--- src/rtl/psram_arb_pkg.sv ---
// Shared types and command encodings for the PSRAM burst arbiter.
package psram_arb_pkg;

  typedef enum logic [1:0] {
    ST_IDLE     = 2'd0,
    ST_WR_BURST = 2'd1,
    ST_RD_WAIT  = 2'd2,
    ST_GAP      = 2'd3
  } arb_state_e;

  localparam logic CMD_WRITE = 1'b1;
  localparam logic CMD_READ  = 1'b0;

endpackage

--- src/rtl/psram_arb_rr.sv ---
// Two-way round-robin picker: grant bit 0 = writer, bit 1 = reader.
module psram_arb_rr (
  input  logic       wr_req_i,
  input  logic       rd_req_i,
  input  logic       last_rd_i,
  output logic [1:0] gnt_o,
  output logic       last_rd_o
);

  always_comb begin
    gnt_o     = 2'b00;
    last_rd_o = last_rd_i;
    if (wr_req_i && rd_req_i) begin
      // Contention goes to whoever was not served last.
      gnt_o = last_rd_i ? 2'b01 : 2'b10;
    end else if (wr_req_i) begin
      gnt_o = 2'b01;
    end else if (rd_req_i) begin
      gnt_o = 2'b10;
    end
    if (gnt_o[1]) begin
      last_rd_o = 1'b1;
    end else if (gnt_o[0]) begin
      last_rd_o = 1'b0;
    end
  end

endmodule

--- src/rtl/psram_burst_arbiter.sv ---
// Shares the PSRAM command port between a burst writer and a burst reader,
// one fixed-length burst at a time, with command spacing and read timeout.
module psram_burst_arbiter
  import psram_arb_pkg::*;
#(
  parameter int ADDR_W      = 21,
  parameter int DATA_W      = 64,
  parameter int BURST_WORDS = 16,
  parameter int TRC         = 24,
  parameter int RD_TIMEOUT  = 255
) (
  input  logic              sys_clk,
  input  logic              sys_rst_n,
  input  logic              init_calib,
  input  logic              wr_req,
  input  logic [ADDR_W-1:0] wr_addr,
  output logic              wr_gnt,
  output logic              wr_data_en,
  input  logic [DATA_W-1:0] wr_data,
  input  logic              rd_req,
  input  logic [ADDR_W-1:0] rd_addr,
  output logic              rd_gnt,
  output logic              rd_data_valid,
  output logic [DATA_W-1:0] rd_data,
  output logic              psram_cmd,
  output logic              psram_cmd_en,
  output logic [ADDR_W-1:0] psram_addr,
  output logic [DATA_W-1:0] psram_write_data,
  input  logic [DATA_W-1:0] psram_read_data,
  input  logic              psram_read_data_valid,
  output logic              busy,
  output logic              err_rd_timeout,
  output logic              err_spurious,
  output logic [1:0]        dbg_state
);

  localparam int CNT_MAX = (TRC > RD_TIMEOUT) ? TRC : RD_TIMEOUT;
  localparam int CNT_W   = $clog2(CNT_MAX + 1);
  localparam int BEAT_W  = $clog2(BURST_WORDS + 1);
  localparam logic [CNT_W-1:0]  GAP_END   = CNT_W'(TRC - 2);
  localparam logic [CNT_W-1:0]  TO_END    = CNT_W'(RD_TIMEOUT - 1);
  localparam logic [CNT_W-1:0]  CNT_SAT   = '1;
  localparam logic [BEAT_W-1:0] LAST_BEAT = BEAT_W'(BURST_WORDS - 1);

  if (TRC < BURST_WORDS + 1) begin : g_trc_chk
    $error("TRC must be at least BURST_WORDS+1");
  end

  arb_state_e        state_q, state_d;
  logic [CNT_W-1:0]  cyc_q, cyc_d;
  logic [BEAT_W-1:0] beat_q, beat_d;
  logic              last_rd_q, last_rd_d;
  logic              cmd_en_q, cmd_en_d;
  logic              cmd_q, cmd_d;
  logic [ADDR_W-1:0] addr_q, addr_d;
  logic              wr_gnt_q, wr_gnt_d;
  logic              rd_gnt_q, rd_gnt_d;
  logic              rdv_q, rdv_d;
  logic [DATA_W-1:0] rdd_q, rdd_d;
  logic              err_to_q, err_to_d;
  logic              err_sp_q, err_sp_d;
  logic [1:0]        rr_gnt;
  logic              rr_last_rd;

  psram_arb_rr u_rr (
    .wr_req_i  (wr_req),
    .rd_req_i  (rd_req),
    .last_rd_i (last_rd_q),
    .gnt_o     (rr_gnt),
    .last_rd_o (rr_last_rd)
  );

  always_ff @(posedge sys_clk or negedge sys_rst_n) begin
    if (!sys_rst_n) begin
      state_q   <= ST_IDLE;
      cyc_q     <= '0;
      beat_q    <= '0;
      last_rd_q <= 1'b1;
      cmd_en_q  <= 1'b0;
      cmd_q     <= 1'b0;
      addr_q    <= '0;
      wr_gnt_q  <= 1'b0;
      rd_gnt_q  <= 1'b0;
      rdv_q     <= 1'b0;
      rdd_q     <= '0;
      err_to_q  <= 1'b0;
      err_sp_q  <= 1'b0;
    end else begin
      state_q   <= state_d;
      cyc_q     <= cyc_d;
      beat_q    <= beat_d;
      last_rd_q <= last_rd_d;
      cmd_en_q  <= cmd_en_d;
      cmd_q     <= cmd_d;
      addr_q    <= addr_d;
      wr_gnt_q  <= wr_gnt_d;
      rd_gnt_q  <= rd_gnt_d;
      rdv_q     <= rdv_d;
      rdd_q     <= rdd_d;
      err_to_q  <= err_to_d;
      err_sp_q  <= err_sp_d;
    end
  end

  always_comb begin
    state_d   = state_q;
    cyc_d     = (cyc_q == CNT_SAT) ? cyc_q : cyc_q + 1'b1;
    beat_d    = beat_q;
    last_rd_d = last_rd_q;
    cmd_en_d  = 1'b0;
    cmd_d     = cmd_q;
    addr_d    = addr_q;
    wr_gnt_d  = 1'b0;
    rd_gnt_d  = 1'b0;
    rdv_d     = 1'b0;
    rdd_d     = rdd_q;
    err_to_d  = err_to_q;
    err_sp_d  = err_sp_q | (psram_read_data_valid && (state_q != ST_RD_WAIT));
    unique case (state_q)
      ST_IDLE: begin
        if (init_calib && (rr_gnt != 2'b00)) begin
          cmd_en_d  = 1'b1;
          cyc_d     = '0;
          beat_d    = '0;
          last_rd_d = rr_last_rd;
          if (rr_gnt[0]) begin
            state_d  = ST_WR_BURST;
            cmd_d    = CMD_WRITE;
            addr_d   = wr_addr;
            wr_gnt_d = 1'b1;
          end else begin
            state_d  = ST_RD_WAIT;
            cmd_d    = CMD_READ;
            addr_d   = rd_addr;
            rd_gnt_d = 1'b1;
          end
        end
      end
      ST_WR_BURST: begin
        beat_d = beat_q + 1'b1;
        if (beat_q == LAST_BEAT) begin
          state_d = ST_GAP;
        end
      end
      ST_RD_WAIT: begin
        // A final beat landing on the timeout cycle still counts as success.
        if (psram_read_data_valid) begin
          rdv_d  = 1'b1;
          rdd_d  = psram_read_data;
          beat_d = beat_q + 1'b1;
        end
        if (psram_read_data_valid && (beat_q == LAST_BEAT)) begin
          state_d = ST_GAP;
        end else if (cyc_q >= TO_END) begin
          err_to_d = 1'b1;
          state_d  = ST_GAP;
        end
      end
      ST_GAP: begin
        // Leave two cycles early so the IDLE sample plus the registered
        // cmd_en land exactly TRC after the previous command.
        if (cyc_q >= GAP_END) begin
          state_d = ST_IDLE;
        end
      end
      default: state_d = ST_IDLE;
    endcase
  end

  assign wr_gnt           = wr_gnt_q;
  assign rd_gnt           = rd_gnt_q;
  assign wr_data_en       = (state_q == ST_WR_BURST);
  assign psram_write_data = wr_data_en ? wr_data : '0;
  assign rd_data_valid    = rdv_q;
  assign rd_data          = rdd_q;
  assign psram_cmd        = cmd_q;
  assign psram_cmd_en     = cmd_en_q;
  assign psram_addr       = addr_q;
  assign busy             = (state_q != ST_IDLE);
  assign err_rd_timeout   = err_to_q;
  assign err_spurious     = err_sp_q;
  assign dbg_state        = state_q;

endmodule

--- config.mk ---
export PLATFORM = sky130hd
export DESIGN_NAME = psram_burst_arbiter
export DESIGN_NICKNAME = d
export VERILOG_FILES = /design/src/rtl/psram_arb_pkg.sv /design/src/rtl/psram_arb_rr.sv /design/src/rtl/psram_burst_arbiter.sv
export SDC_FILE = /design/constraint.sdc
export NUM_CORES = 1
export LEC_CHECK = 0
export ABC_AREA = 1
export CORE_AREA = 4 4 127 129
export DETAILED_ROUTE_END_ITERATION = 10
export DIE_AREA = 0 0 131 133
export PLACE_DENSITY = 0.73
export SLEW_MARGIN = 10
export SYNTH_ARGS = -nofsm -noshare
export SYNTH_HDL_FRONTEND = slang
export SYNTH_SLANG_ARGS = --single-unit
export TNS_END_PERCENT = 20
--- constraint.sdc ---
create_clock -name sys_clk -period 4.13 [get_ports sys_clk]
set_clock_uncertainty 0.05 [all_clocks]
set_input_delay 0.826 -clock sys_clk [delete_from_list [all_inputs] [get_ports sys_clk]]
set_output_delay 0.826 -clock sys_clk [all_outputs]
set_load 0.005 [all_outputs]
==> results of run 1 <==
final timing paths:
path                              startpoint  depth (start not counted)  slack (ns)                   end
worst max-delay path            dbg_state[1]                          6        0.88  psram_write_data[29]
max in group asynchronous          sys_rst_n                          2        2.65             last_rd_q
worst min-delay path            err_spurious                          1        0.41          err_spurious
min in group asynchronous          sys_rst_n                          1        0.49           rd_data[32]
worst max register to register  dbg_state[0]                          9        2.02             beat_q[4]
worst min register to register  err_spurious                          1        0.41          err_spurious
metal layers:
metal / track usage (%) / wire (um) / vias up
li1: - / - / 2636
met1: 20.98 / 6390 / 2326
met2: 35.95 / 9437 / 226
met3: 5.975 / 1716 / 33
met4: 10.06 / 699 / 0
met5: 0 / 0 / -
metrics by stage:
stage / worst slack [ns] / cell area (um^2) / std cells
2_1_floorplan: 1.948 / 5084 / 671
3_3_place_gp: 1.155 / 8558 / 1171
3_5_place_dp: 1.165 / 8558 / 1171
4_1_cts: 0.8018 / 8842 / 1187
5_1_grt: 0.6989 / 8852 / 1191
6_report: 0.8752 / 8852 / 1191
cells by family (layout without fill, tap and decap cells):
family | Yosys count | after routing
other cells | 0 | 4
buf+inv | 117 | 445
flops | 108 | 108
compound gates | 22 | 22
simple gates | 412 | 412
xor+xnor | 3 | 3
fa+ha+maj | 9 | 9
cell usage in the layout (no fill, tap or decap):
master | synthesis | routed
a21oi_1 | 6 | 6
nand4_1 | 3 | 3
nand2_4 | 1 | 1
clkinv_4 | 0 | 1
inv_6 | 0 | 1
dfstp_2 | 1 | 1
a31oi_1 | 1 | 1
o21ai_2 | 1 | 1
or2_2 | 2 | 2
dfrtp_1 | 107 | 107
xnor2_1 | 1 | 1
a31o_2 | 1 | 1
nor2_1 | 9 | 9
nor2_2 | 1 | 1
o21bai_1 | 1 | 1
nor2_4 | 2 | 2
inv_8 | 0 | 2
o21ai_1 | 2 | 2
o21ai_0 | 9 | 9
xor2_1 | 2 | 2
clkbuf_1 | 5 | 1
nand3_1 | 32 | 32
inv_2 | 3 | 4
clkinvlp_4 | 0 | 2
nand2_2 | 1 | 2
diode_2 | 0 | 4
inv_1 | 86 | 85
clkbuf_16 | 0 | 9
ha_2 | 0 | 1
and3_1 | 1 | 1
nand2_1 | 360 | 359
ha_1 | 9 | 8
buf_4 | 3 | 6
clkdlybuf4s50_1 | 0 | 334
a21o_1 | 1 | 1
sequential cells by signal (all words and copies together), names as in the netlist:
register / flops
last_rd_q: 1
psram_cmd: 1
err_rd_timeout: 1
rd_gnt: 1
beat_q: 5
psram_cmd_en: 1
wr_gnt: 1
cyc_q: 8
err_spurious: 1
rd_data: 64
rd_data_valid: 1
dbg_state: 2
psram_addr: 21
power groups by stage:
stage / Combinational, W / Clock (W) / Sequential, W
floorplan: 0.000954 / 0 / 0.00180
detailed placement: 0.00255 / 0 / 0.00178
finish: 0.00251 / 0.000838 / 0.00177
global route: 0.00278 / 0.000900 / 0.00183
CTS: 0.00256 / 0.000869 / 0.00177
global placement: 0.00253 / 0 / 0.00177
final cells by class:
type	instances	area, um^2	share of cell area (%)
antenna	4	10.01	0.1131
clock buffer	10	229.0	2.587
clock inverter	6	55.05	0.6219
inverter	89	334.1	3.774
multi-input combinational	446	1897	21.43
sequential	108	2704	30.54
tap	188	235.2	2.657
timing repair buffer	340	3388	38.28
==> impl_metrics.prom, run 1 <==
# TYPE chip_impl_metric gauge
chip_impl_metric{name="cp.required",unit="ns"} 3.25
chip_impl_metric{name="htreeDepth",unit=""} 3
chip_impl_info{name="tritoncts",value="yes"} 1
chip_impl_info{name="synth_top_cell_by_area",value="dfrtp_1"} 1
chip_impl_metric{name="power",unit="W"} 0.005117
chip_impl_metric{name="power_per_cell_area",unit="nW/um^2"} 578.0
chip_impl_info{name="worst-setup-path-type",value="reg2out"} 1
chip_impl_metric{name="design.die.area",unit="um^2"} 17420
chip_impl_metric{name="worst_hold_slack",unit="ns"} 0.4122
chip_impl_info{name="crit_path_top_delay_cell",value="clkdlybuf4s50_1"} 1
chip_impl_info{name="critical_path.most_common_cell",value="inv_1"} 1
chip_impl_info{name="timing.critical_path.cells",value="inv_1, ha_2, buf_4, nand2_1, inv_1, clkdlybuf4s50_1"} 1
chip_impl_metric{name="worst_slew_pin_slew",unit="ns"} 1.074
chip_impl_metric{name="final_hold_viol_count",unit=""} 0
chip_impl_metric{name="hpwl",unit="um"} 14430
chip_impl_metric{name="final_antenna_net_count",unit=""} 0
chip_impl_metric{name="grt_start_max_net_pins",unit=""} 66
chip_impl_metric{name="power.share.switching",unit="%"} 34.62
chip_impl_metric{name="static_leakage",unit="nW"} 4.549
chip_impl_info{name="holdCritPathClass",value="reg2reg"} 1
chip_impl_metric{name="ys_warn_count",unit=""} 0
chip_impl_metric{name="post_drt_via_cell_ratio",unit=""} 4.384
chip_impl_metric{name="cts_hold_buffers",unit=""} 0
chip_impl_metric{name="power.sequential.fraction",unit="%"} 34.5
chip_impl_metric{name="final.min_clock_period",unit="ns"} 3.255
chip_impl_metric{name="synth_mux_area_share",unit="%"} 0
chip_impl_metric{name="cp_num_buf_inv",unit=""} 4
chip_impl_info{name="synth.top_cells.by_count",value="360 x nand2_1, 107 x dfrtp_1, 86 x inv_1, 32 x nand3_1, 12 x buf_2"} 1
chip_impl_metric{name="synth_seq_cells",unit=""} 108
chip_impl_metric{name="total_count_of_max_transition_violations_in_the_final_report",unit=""} 0
chip_impl_metric{name="layout.core_utilization",unit="%"} 58.88
chip_impl_metric{name="comb_power_share",unit="%"} 49.1
chip_impl_metric{name="synth_top_area_share",unit="%"} 52.67
chip_impl_metric{name="max_cap_violations",unit=""} 0
chip_impl_metric{name="synth-compound-area-share",unit="%"} 2.437
chip_impl_metric{name="ioPinCount",unit=""} 336
chip_impl_metric{name="syn_area",unit="um^2"} 5084
chip_impl_metric{name="share_clk_of_total_power",unit="%"} 16.4
chip_impl_metric{name="worst-endpoint-arrival",unit="ns"} 2.38
chip_impl_metric{name="grt_antenna_before_repair",unit=""} 4
chip_impl_metric{name="globalplace.congestion",unit=""} 0.7986
chip_impl_metric{name="track_usage",unit="%"} 20.12
chip_impl_metric{name="via_count",unit=""} 5221
chip_impl_metric{name="p_sw",unit="W"} 0.001771
chip_impl_metric{name="worst_ir_drop_vdd",unit="uV"} 342.5
chip_impl_metric{name="fin_setup_tns",unit="ns"} 0
chip_impl_metric{name="synthesis.nets",unit=""} 856
chip_impl_metric{name="power_report.internal_total",unit="W"} 0.003346
chip_impl_metric{name="clockBufferDepth",unit=""} 2
chip_impl_metric{name="cp_max_fo",unit=""} 25
chip_impl_metric{name="synthXorXnorAreaFrac",unit="%"} 0.5169
chip_impl_metric{name="port_buffers",unit=""} 335
chip_impl_info{name="unrepaired_setup_endpoints_after_global_routing",value="no"} 1
chip_impl_metric{name="synth.lib_cells_used.distinct",unit=""} 30
chip_impl_metric{name="post_synth.cell_area_avg",unit="um^2"} 7.576
chip_impl_metric{name="setup_violations",unit=""} 0
chip_impl_metric{name="post_drt_wl_per_cell",unit="um"} 15.32
chip_impl_metric{name="detailedRoute.firstPassIterationCount",unit=""} 4
chip_impl_info{name="synthMostInstantiatedCell",value="nand2_1"} 1
chip_impl_metric{name="drtIter0Drc",unit=""} 206
chip_impl_metric{name="wire_length_reported_by_the_detailed_router",unit="um"} 18240
chip_impl_metric{name="filler_cell_count",unit=""} 1360
chip_impl_info{name="cells_taking_the_most_area_after_synthesis",value="dfrtp_1 53%, nand2_1 27%, inv_1 6.3%"} 1
chip_impl_info{name="dominantRegCellSynth",value="dfrtp_1"} 1
chip_impl_metric{name="yosys.area_share.simple",unit="%"} 32.05
chip_impl_metric{name="initial_core_utilization",unit="%"} 33.82
chip_impl_metric{name="route.detailed.drc",unit=""} 0
chip_impl_metric{name="die-height",unit="um"} 133
chip_impl_metric{name="min_period_over_period",unit="%"} 78.81
chip_impl_metric{name="layout_stage_area_growth_over_the_synthesis_result",unit="%"} 74.13
chip_impl_metric{name="core_area",unit="um^2"} 15030
chip_impl_info{name="critical_path.startpoint_type",value="register"} 1
chip_impl_metric{name="die_w",unit="um"} 131
chip_impl_metric{name="cts-buffers-inserted",unit=""} 9
chip_impl_metric{name="cts_num_sinks",unit=""} 108
chip_impl_metric{name="cts_resized",unit=""} 0
chip_impl_metric{name="clk-insertion-delay-late",unit="ns"} 0.35
chip_impl_metric{name="ys_async_sr_fraction",unit="%"} 100.0
chip_impl_metric{name="grt_pass1_vias",unit=""} 4948
chip_impl_metric{name="synthAdderAreaFrac",unit="%"} 2.215
chip_impl_metric{name="worst_slew_margin_relative_to_its_limit",unit="%"} 28.43
chip_impl_metric{name="synthCells",unit=""} 671
chip_impl_metric{name="synth_sequential_area_ratio",unit="%"} 53.19
chip_impl_info{name="type_of_element_capturing_the_critical_path",value="output port"} 1
chip_impl_metric{name="first_pass_grt_wire_length",unit="um"} 26740
chip_impl_info{name="critical-path-top-delay-family",value="buffers and inverters"} 1
chip_impl_metric{name="cts.clk_slew.worst_paths",unit="ns"} 0.07
chip_impl_metric{name="max_clock_freq",unit="MHz"} 307.2
chip_impl_metric{name="remaining_overflow_grt",unit=""} 0
chip_impl_metric{name="cts_post_setup_buffers_inserted",unit=""} 0
chip_impl_info{name="outcome",value="completed"} 1
chip_impl_metric{name="nNetsFinal",unit=""} 1179
chip_impl_metric{name="synth-edff-count",unit=""} 0
chip_impl_metric{name="post_route_cells_drive_above_1_share",unit="%"} 3.704
chip_impl_info{name="cts_root_buf",value="clkbuf_16"} 1
chip_impl_metric{name="floorplan.rows",unit=""} 45
chip_impl_info{name="synth_top_family_by_area",value="simple AND/OR/NAND/NOR gates"} 1
chip_impl_metric{name="cpPeakStageDelay",unit="ns"} 0.56
No activity file was read; power rests on OpenSTA's default activity.
==> run 2, diff against run 1 <==
CORE_AREA = unset   (was 4 4 127 129)
CORE_MARGIN = 4   (was unset)
CORE_UTILIZATION = 33   (was unset)
DIE_AREA = unset   (was 0 0 131 133)
PLACE_DENSITY = 0.75   (was 0.73)
clock period = 2.8 ns   (was 4.13 ns; I/O delays follow)
==> run 2 against run 1 <==
  * Power increased by 48%
  * Clock power increased by 47%
  * Utilization decreased by 0.13 points
  * Final area is 0.52% higher
  * First-iteration DRC count is 13% higher
  * Register-to-register slack got worse by 1.1 ns
  * Critical path depth unchanged
  * Highest routed layer unchanged
==> impl_metrics.prom, run 2 (synthesis gave the netlist of run 1 again) <==
# TYPE chip_impl_metric gauge
chip_impl_metric{name="comb_power_share",unit="%"} 49.4
chip_impl_metric{name="setup_violations",unit=""} 0
chip_impl_metric{name="share_clk_of_total_power",unit="%"} 16.2
chip_impl_metric{name="seq_area",unit="um^2"} 2704
chip_impl_info{name="cts_root_buf",value="clkbuf_16"} 1
chip_impl_metric{name="cp.required",unit="ns"} 2.19
chip_impl_metric{name="post_drt_wl_per_cell",unit="um"} 15.25
chip_impl_metric{name="htreeDepth",unit=""} 3
chip_impl_metric{name="fin_setup_tns",unit="ns"} 0
chip_impl_metric{name="initial_core_utilization",unit="%"} 33.56
chip_impl_metric{name="post_drt_via_cell_ratio",unit=""} 4.397
chip_impl_metric{name="power_per_cell_area",unit="nW/um^2"} 853.6
chip_impl_metric{name="via_count",unit=""} 5232
chip_impl_metric{name="clockBufferDepth",unit=""} 2
chip_impl_metric{name="remaining_overflow_grt",unit=""} 0
chip_impl_metric{name="post_route_cells_drive_above_1_share",unit="%"} 3.896
chip_impl_metric{name="final_hold_viol_count",unit=""} 0
chip_impl_metric{name="final.min_clock_period",unit="ns"} 2.691
chip_impl_info{name="critical_path.startpoint_type",value="register"} 1
chip_impl_metric{name="nNetsFinal",unit=""} 1181
chip_impl_metric{name="die_w",unit="um"} 132.1
chip_impl_metric{name="grt_pass1_vias",unit=""} 5045
chip_impl_metric{name="ioPinCount",unit=""} 336
chip_impl_metric{name="cts_num_sinks",unit=""} 108
chip_impl_info{name="mostFrequentLayoutCell",value="nand2_1"} 1
chip_impl_metric{name="ff2ff_setup_slack",unit="ns"} 0.92
chip_impl_metric{name="worst_slew_pin_slew",unit="ns"} 0.6941
chip_impl_metric{name="clk-insertion-delay-late",unit="ns"} 0.35
chip_impl_metric{name="cts.clk_slew.worst_paths",unit="ns"} 0.08
chip_impl_metric{name="cts_resized",unit=""} 0
chip_impl_info{name="type_of_element_capturing_the_critical_path",value="output port"} 1
chip_impl_info{name="unrepaired_setup_endpoints_after_global_routing",value="no"} 1
chip_impl_metric{name="max_cap_violations",unit=""} 0
chip_impl_metric{name="placed_area",unit="um^2"} 8611
chip_impl_metric{name="worst_slew_margin_relative_to_its_limit",unit="%"} 53.73
chip_impl_info{name="outcome",value="completed"} 1
chip_impl_metric{name="grt_antenna_before_repair",unit=""} 1
chip_impl_metric{name="worst-endpoint-arrival",unit="ns"} 2.08
chip_impl_metric{name="hpwl",unit="um"} 14370
chip_impl_metric{name="power.share.switching",unit="%"} 34.67
chip_impl_metric{name="max_clock_freq",unit="MHz"} 371.6
chip_impl_metric{name="static_leakage",unit="nW"} 4.573
chip_impl_metric{name="drtIter0Drc",unit=""} 233
chip_impl_metric{name="multi_input_comb_area",unit="um^2"} 1897
chip_impl_metric{name="core_area",unit="um^2"} 15150
chip_impl_metric{name="first_pass_grt_wire_length",unit="um"} 27860
chip_impl_metric{name="detailedRoute.firstPassIterationCount",unit=""} 5
chip_impl_metric{name="cts_post_setup_buffers_inserted",unit=""} 0
chip_impl_info{name="tritoncts",value="yes"} 1
chip_impl_metric{name="filler_cell_count",unit=""} 1370
chip_impl_metric{name="floorplan.rows",unit=""} 45
chip_impl_metric{name="layout_stage_area_growth_over_the_synthesis_result",unit="%"} 75.04
chip_impl_metric{name="final_antenna_net_count",unit=""} 0
chip_impl_metric{name="power.sequential.fraction",unit="%"} 34.4
chip_impl_metric{name="largest_register_ff_count",unit=""} 64
chip_impl_metric{name="cts-buffers-inserted",unit=""} 9
chip_impl_info{name="worst-setup-path-type",value="reg2out"} 1
chip_impl_metric{name="layout.cell_area.non_filler",unit="um^2"} 8899
chip_impl_info{name="holdCritPathClass",value="in2async"} 1
chip_impl_metric{name="wire_length_reported_by_the_detailed_router",unit="um"} 18150
chip_impl_metric{name="track_usage",unit="%"} 20.32
chip_impl_metric{name="design.die.area",unit="um^2"} 17450
chip_impl_metric{name="die-height",unit="um"} 132.1
chip_impl_metric{name="cts_hold_buffers",unit=""} 0
chip_impl_metric{name="min_period_over_period",unit="%"} 96.10
chip_impl_info{name="mostFrequentLayoutCells",value="359 x nand2_1, 334 x clkdlybuf4s50_1, 107 x dfrtp_1"} 1
chip_impl_metric{name="route.detailed.drc",unit=""} 0
chip_impl_metric{name="port_buffers",unit=""} 335
chip_impl_metric{name="worst_ir_drop_vdd",unit="uV"} 427.5
chip_impl_metric{name="grt_start_max_net_pins",unit=""} 66
chip_impl_metric{name="cp_max_fo",unit=""} 42
chip_impl_metric{name="power_report.internal_total",unit="W"} 0.004963
chip_impl_metric{name="worst_r2r_path_depth",unit=""} 6
chip_impl_metric{name="total_count_of_max_transition_violations_in_the_final_report",unit=""} 0
chip_impl_metric{name="p_sw",unit="W"} 0.002633
chip_impl_metric{name="globalplace.congestion",unit=""} 0.8392
==> run 2: cell count changes in the layout (fill, tap and decap cells not counted), sizes merged <==
cell,delta
inv,-1
diode,-3
clkinv,+2
clkinvlp,-1
buf,+2
==> run 2: worst max-delay path, cell delays in order, from the launching register on <==
cell and delay, ns:
dfrtp_1 0.43, inv_1 0.13, ha_2 0.22, buf_12 0.20
nand2_1 0.08, inv_1 0.13, clkdlybuf4s50_1 0.54
==> run 2: worst paths after layout <==
kind | start | end
max in group asynchronous | sys_rst_n | last_rd_q
min | sys_rst_n | rd_data[11]
max | dbg_state[1] | psram_write_data[30]
min in group sys_clk | err_spurious | err_spurious
max reg2reg | dbg_state[0] | psram_addr[16]
min reg2reg | err_spurious | err_spurious
==> run 2: routing by layer <==
layer  vias up  track usage, %  part of all wire [%]
met2       198           37.94                    54
li1       2647               -                     -
met5         -               0                     0
met3        29           4.695                   6.8
met4         0           7.993                   2.9
met1      2358           22.17                    36
==> run 2: final cells by class <==
class	instances	area share, %
multi-input combinational	446	21.32
tap	188	2.643
clock inverter	6	0.6327
clock buffer	10	2.573
sequential	108	30.39
timing repair buffer	342	38.67
antenna	1	0.02812
inverter	89	3.754
==> run 2: power by group through the flow <==
| stage | logic [W] | registers (W) | clock network, W |
|---|---|---|---|
| 6_report | 0.00376 | 0.00261 | 0.00123 |
| 3_3_place_gp | 0.00374 | 0.00261 | 0 |
| 4_1_cts | 0.00382 | 0.00261 | 0.00128 |
| 2_1_floorplan | 0.00141 | 0.00265 | 0 |
| 3_5_place_dp | 0.00380 | 0.00263 | 0 |
| 5_1_grt | 0.00413 | 0.00271 | 0.00134 |
==> run 2: stage by stage <==
step / setup WS (ns) / std cells / total power, W / util [%] / hold slack, ns
after floorplan: 0.8844 / 671 / 0.004057 / - / 0.2144
after global placement: 0.3812 / 1173 / 0.006342 / 56.85 / 0.3925
after detailed placement: 0.3952 / 1173 / 0.006434 / 56.85 / 0.3965
after CTS: 0.08164 / 1189 / 0.007707 / 58.74 / 0.05966
after global routing: 0.004184 / 1190 / 0.008174 / 58.75 / 0.06313
final: 0.1092 / 1190 / 0.007596 / 58.75 / 0.05859
